--- src/rtl/div_iter32.sv ---
// Iterative radix-2 restoring divider for MIPS DIV/DIVU: one quotient bit per
// clock through a shared fa32 trial subtract, sign fixup applied on completion.

module fa32 (
  input  logic [31:0] a,
  input  logic [31:0] b,
  input  logic        cin,
  input  logic        sub,
  output logic [32:0] s
);
  logic [31:0] bx;
  logic [32:0] sum;

  // sub=1 computes a - b - cin; s[32] is then the borrow, otherwise the carry
  assign bx  = b ^ {32{sub}};
  assign sum = {1'b0, a} + {1'b0, bx} + {32'd0, cin ^ sub};
  assign s   = {sum[32] ^ sub, sum[31:0]};
endmodule

module div_iter32 #(
  parameter int WIDTH = 32
) (
  input  logic             clk,
  input  logic             resetn,
  input  logic             start,
  input  logic             signed_div,
  input  logic [WIDTH-1:0] dividend,
  input  logic [WIDTH-1:0] divisor,
  input  logic             cancel,
  output logic             busy,
  output logic             result_valid,
  output logic [WIDTH-1:0] quotient,
  output logic [WIDTH-1:0] remainder,
  output logic             div_by_zero
);
  localparam int CW = $clog2(WIDTH);

  if (WIDTH != 32) begin : g_width_chk
    $error("div_iter32: WIDTH must be 32 to match the fa32 datapath");
  end

  typedef enum logic [1:0] {S_IDLE, S_RUN, S_DONE} state_t;

  state_t           state_q;
  logic [WIDTH-1:0] rem_q, quo_q, dvs_q;
  logic [CW-1:0]    cnt_q;
  logic             qneg_q, rneg_q;
  logic [WIDTH-1:0] quotient_q, remainder_q;
  logic             dbz_q;

  logic [WIDTH-1:0] a_mag, b_mag;
  logic [WIDTH-1:0] rem_sh, quo_sh, rem_d, quo_d;
  logic [WIDTH:0]   trial;
  logic             ge;

  // 0x80000000 negates to itself, which is the correct unsigned magnitude
  assign a_mag = (signed_div && dividend[WIDTH-1]) ? (~dividend + WIDTH'(1)) : dividend;
  assign b_mag = (signed_div && divisor[WIDTH-1])  ? (~divisor  + WIDTH'(1)) : divisor;

  assign rem_sh = {rem_q[WIDTH-2:0], quo_q[WIDTH-1]};
  assign quo_sh = {quo_q[WIDTH-2:0], 1'b0};

  fa32 u_fa (
    .a   (rem_sh),
    .b   (dvs_q),
    .cin (1'b0),
    .sub (1'b1),
    .s   (trial)
  );

  // the bit shifted out of rem is the 33rd bit of the extended subtract
  assign ge    = rem_q[WIDTH-1] | ~trial[WIDTH];
  assign rem_d = ge ? trial[WIDTH-1:0] : rem_sh;
  assign quo_d = {quo_sh[WIDTH-1:1], ge};

  always_ff @(posedge clk or negedge resetn) begin
    if (!resetn) begin
      state_q     <= S_IDLE;
      rem_q       <= '0;
      quo_q       <= '0;
      dvs_q       <= '0;
      cnt_q       <= '0;
      qneg_q      <= 1'b0;
      rneg_q      <= 1'b0;
      quotient_q  <= '0;
      remainder_q <= '0;
      dbz_q       <= 1'b0;
    end else begin
      case (state_q)
        S_IDLE: begin
          if (start && !cancel) begin
            qneg_q <= signed_div & (dividend[WIDTH-1] ^ divisor[WIDTH-1]);
            rneg_q <= signed_div & dividend[WIDTH-1];
            if (divisor == '0) begin
              dbz_q       <= 1'b1;
              quotient_q  <= '0;
              remainder_q <= dividend;
              state_q     <= S_DONE;
            end else begin
              dbz_q   <= 1'b0;
              rem_q   <= '0;
              quo_q   <= a_mag;
              dvs_q   <= b_mag;
              cnt_q   <= '0;
              state_q <= S_RUN;
            end
          end
        end
        S_RUN: begin
          if (cancel) begin
            state_q <= S_IDLE;
          end else begin
            rem_q <= rem_d;
            quo_q <= quo_d;
            cnt_q <= cnt_q + CW'(1);
            if (cnt_q == CW'(WIDTH-1)) begin
              quotient_q  <= qneg_q ? (~quo_d + WIDTH'(1)) : quo_d;
              remainder_q <= rneg_q ? (~rem_d + WIDTH'(1)) : rem_d;
              state_q     <= S_DONE;
            end
          end
        end
        S_DONE:  state_q <= S_IDLE;
        default: state_q <= S_IDLE;
      endcase
    end
  end

  assign busy         = (state_q != S_IDLE);
  assign result_valid = (state_q == S_DONE) & ~cancel;
  assign quotient     = quotient_q;
  assign remainder    = remainder_q;
  assign div_by_zero  = dbz_q;
endmodule

--- config.mk ---
export PLATFORM = sky130hd
export DESIGN_NAME = div_iter32
export DESIGN_NICKNAME = d
export VERILOG_FILES = /design/src/rtl/div_iter32.sv
export SDC_FILE = /design/constraint.sdc
export NUM_CORES = 1
export LEC_CHECK = 0
export ABC_CLOCK_PERIOD_IN_PS = 6100
export CAP_MARGIN = 20
export CELL_PAD_IN_SITES_DETAIL_PLACEMENT = 1
export CELL_PAD_IN_SITES_GLOBAL_PLACEMENT = 1
export CORE_ASPECT_RATIO = 1.1
export CORE_UTILIZATION = 34
export DETAILED_ROUTE_END_ITERATION = 10
export PLACE_DENSITY_LB_ADDON = 0.25
export SKIP_CTS_REPAIR_TIMING = 1
export SYNTH_ARGS = -nofsm -noshare
export SYNTH_HDL_FRONTEND = slang
export SYNTH_SLANG_ARGS = --single-unit
--- constraint.sdc ---
create_clock -name clk -period 6.1 [get_ports clk]
set_input_delay 1.22 -clock clk [delete_from_list [all_inputs] [get_ports clk]]
set_output_delay 1.22 -clock clk [all_outputs]
set_load 0.01 [all_outputs]
==> out/qor.yml <==
finalHoldViolCount: 0
die_x_microns: 184
worstPathCellList: "inv_1, ha_1, fa_1, nand2b_1, a211oi_4, o21ai_2, a211oi_2, or2_2, nand2_1, o21ai_0, ha_1, nand2_1, or4_1, o41a_1, o21ba_2, a41oi_1, xnor2_1, nor2_1, o21ai_0"
htree_levels: 4
required_ns: 6.42
synthTopCellsByArea: "dfrtp_1 (34%), o21ai_0 (7.6%), nand2_1 (7.4%), xor2_1 (5.4%), a21oi_1 (5.3%)"
grt_pass1_wl_microns: 66900
critPathLaunchType: "flop"
cpLargestDelayFamily: "compound AO/OA/AOI/OAI gates"
numCtsBuffers: 17
yosysUniqueCellTypes: 87
routed_wl_microns: 42100
insertion_delay_ns: 0.44
crit_path_max_fanout: 7
synth_async_sr_flop_share_pct: 100
crit_slowest_cell: "dfrtp_1"
cts_tree: "yes"
crit_buf_inv: 1
grt-ovfl-total: 0
ant_nets: 0
peakVddDrop_uv: 310
syn_nets: 1672
drive_gt1_share_pct: 5.18
pwr-share-seq_pct: 20.6
syn_avg_cell_area_sq_um: 7.92
io_pins: 136
grt_max_degree: 171
die-area_sq_mm: 0.0372
netlist.area_leader.share_pct: 34.3
p_sw_share_pct: 53.4
synthFlopType: "dfrtp_1"
cts_root_buf: "clkbuf_16"
grt_antenna_before_repair: 1
core-area_sq_mm: 0.0355
fin_ws_ns: 0.991
p_per_area_mw_per_mm2: 605
pwr-share-comb_pct: 66.8
clockBufferDepth: 2
power.total_uw: 8880
synthMuxAreaShare_pct: 1.47
layout_commonest_cell: "nand2_1"
cp_slowest_stage_delay_ns: 0.42
layout_common_cells: "nand2_1 (243), o21ai_0 (188), dfrtp_1 (170)"
period_minus_slack_ns: 5.11
power_frac_clock_pct: 12.7
cts.sinks: 170
synth_compound_area_share_pct: 25.2
ys_seq_area_share_pct: 34.3
setup_violations: 0
max_freq_ghz: 0.196
tightestPinTransition_ns: 1.14
synth_fa_ha_area_share_pct: 4.00
grt_pass1_vias: 12000
critical_path_class: "reg2reg"
vias: 11900
routabilityCongestion: 0.866
leakagePower_uw: 0.00600
dp_hpwl_microns: 31900
stdcell_area_sq_mm: 0.0147
antenna_cells: 0
row_count: 72
syn_area_sq_mm: 0.0124
start_util_pct: 34.9
intPower_uw: 4140
cts.reportedPaths.clkPinSlew_ns: 0.07
die_y_microns: 202
whs_ns: 0.475
ys_ff_latch: 170
synthCells: 1564
drv_slew: 0
syn2layout_area_growth_pct: 18.6
yosysTopAreaCell: "dfrtp_1"
n_fill_cell: 4291
p_switching_uw: 4740
first_pass_iters: 5
fin_worst_skew_ns: 0.00931
finalCritPeriodShare_pct: 83.8
place_area_sq_mm: 0.0141
synth_edf_count: 0
num-nets-final: 1754
yosys.area_share.simple_pct: 21.4
viasPerCell: 5.54
synth_xor_area_share_pct: 8.98
drtIter0Drc: 597
outcome: "complete, no violations"
endpoint_kind: "flop"
grt_use_total_pct: 23.0
ys_warn_count: 0
avgRoutedWirePerCell_microns: 19.7
drc: 0
cp.arrival_ns: 5.43
setup_tns_ns: 0
place_ws_ns: 0.863
max_slew_margin_pct: 24.0
hp-class: "reg2reg"
io_buffers: 135
maxCapViolCount: 0
synth_top_family_by_area: "compound AO/OA/AOI/OAI gates"
rsz0062_at_grt: "false"
-- worst reg2reg max path: cells and delay by family, from the launching register on --
| family | cells | cell delay [ns] |
|---|---|---|
| compound gates | 8 | 1.89 |
| simple gates | 6 | 1.39 |
| fa+ha+maj | 3 | 1.01 |
| flops | 1 | 0.42 |
| xor+xnor | 1 | 0.17 |
| buf+inv | 1 | 0.11 |
-- registers in the layout, summed over array words and instances, names as in the netlist --
register     flops
rneg_q           1
qneg_q           1
remainder       32
div_by_zero      1
quo_q           32
quotient        32
cnt_q            5
dvs_q           32
state_q          2
rem_q           32
-- final cells by class --
type,instances,area [sq um],area share (%)
multi-input cells,1255,7580,51.6
flip-flops and latches,170,4250,29.0
repair buffers,147,1460,9.91
well taps,481,602,4.10
clock buffers,20,447,3.04
inverters,55,209,1.42
clock inverters,12,141,0.963
-- cells by family (layout without fill, tap and decap cells) --
| logic type | count (synthesis) | in the layout |
|---|---|---|
| simple gates | 568 | 568 |
| compound gates | 503 | 503 |
| flops | 170 | 170 |
| buf+inv | 139 | 234 |
| xor+xnor | 127 | 127 |
| fa+ha+maj | 39 | 39 |
| mux | 18 | 18 |
-- through the flow --
stage | cells | util (%)
finish | 2140 | 41.4
global route | 2140 | 41.4
CTS | 2140 | 41.4
detailed placement | 2108 | 39.7
global placement | 2108 | 39.7
floorplan | 1564 | -
-- power by group through the flow --
stage,logic (uW),clock network (uW),registers (uW)
after global placement,5730,0,1820
final,5930,1130,1830
after global routing,6580,1190,1870
after floorplan,4450,0,1680
after CTS,5920,1140,1820
after detailed placement,5870,0,1830
-- routing by layer --
layer / vias up / part of all wire, % / track usage, %
li1: 5729 / - / -
met1: 5812 / 47 / 30.4
met2: 257 / 47 / 37.9
met3: 55 / 4.2 / 3.66
met4: 2 / 2.6 / 7.74
met5: - / 0.024 / 0
-- cell usage after synthesis (all sizes together), types with 3 or more instances --
master	instances
or3	34
buf	28
a21oi	133
o2111ai	4
o21ai	198
nand4	8
a21boi	3
nor2b	10
nor3	27
and2	8
ha	38
o22ai	6
inv	55
dfrtp	170
o21a	9
a21o	15
nand3	30
or4	9
clkbuf	56
and3	16
o41ai	5
nor4	21
a31oi	19
and4	4
or2	5
mux2i	16
xor2	77
xnor2	50
a2bb2oi	3
nand2b	10
a211o	3
nand2	243
o31ai	38
a2111oi	4
nand3b	8
nor2	128
a211oi	13
a22o	11
o221ai	3
o211ai	11
a41oi	5
-- worst paths after layout --
| kind | slack, ns | start | end | cells past startpoint |
|---|---|---|---|---|
| setup / recovery | 0.99 | quo_q[31]$_DFFE_PN0P_ | remainder[22]$_DFFE_PN0P_ | 19 |
| min in group asynchronous | 0.80 | resetn | quotient[23]$_DFFE_PN0P_ | 2 |
| hold reg to reg | 0.47 | quotient[10]$_DFFE_PN0P_ | quotient[10]$_DFFE_PN0P_ | 2 |
| setup reg to reg | 0.99 | quo_q[31]$_DFFE_PN0P_ | remainder[22]$_DFFE_PN0P_ | 19 |
| max in group asynchronous | 4.35 | resetn | dvs_q[30]$_DFFE_PN0P_ | 2 |
| hold / removal | 0.47 | quotient[10]$_DFFE_PN0P_ | quotient[10]$_DFFE_PN0P_ | 2 |
Note: power is estimated with default switching activity, not from simulation.
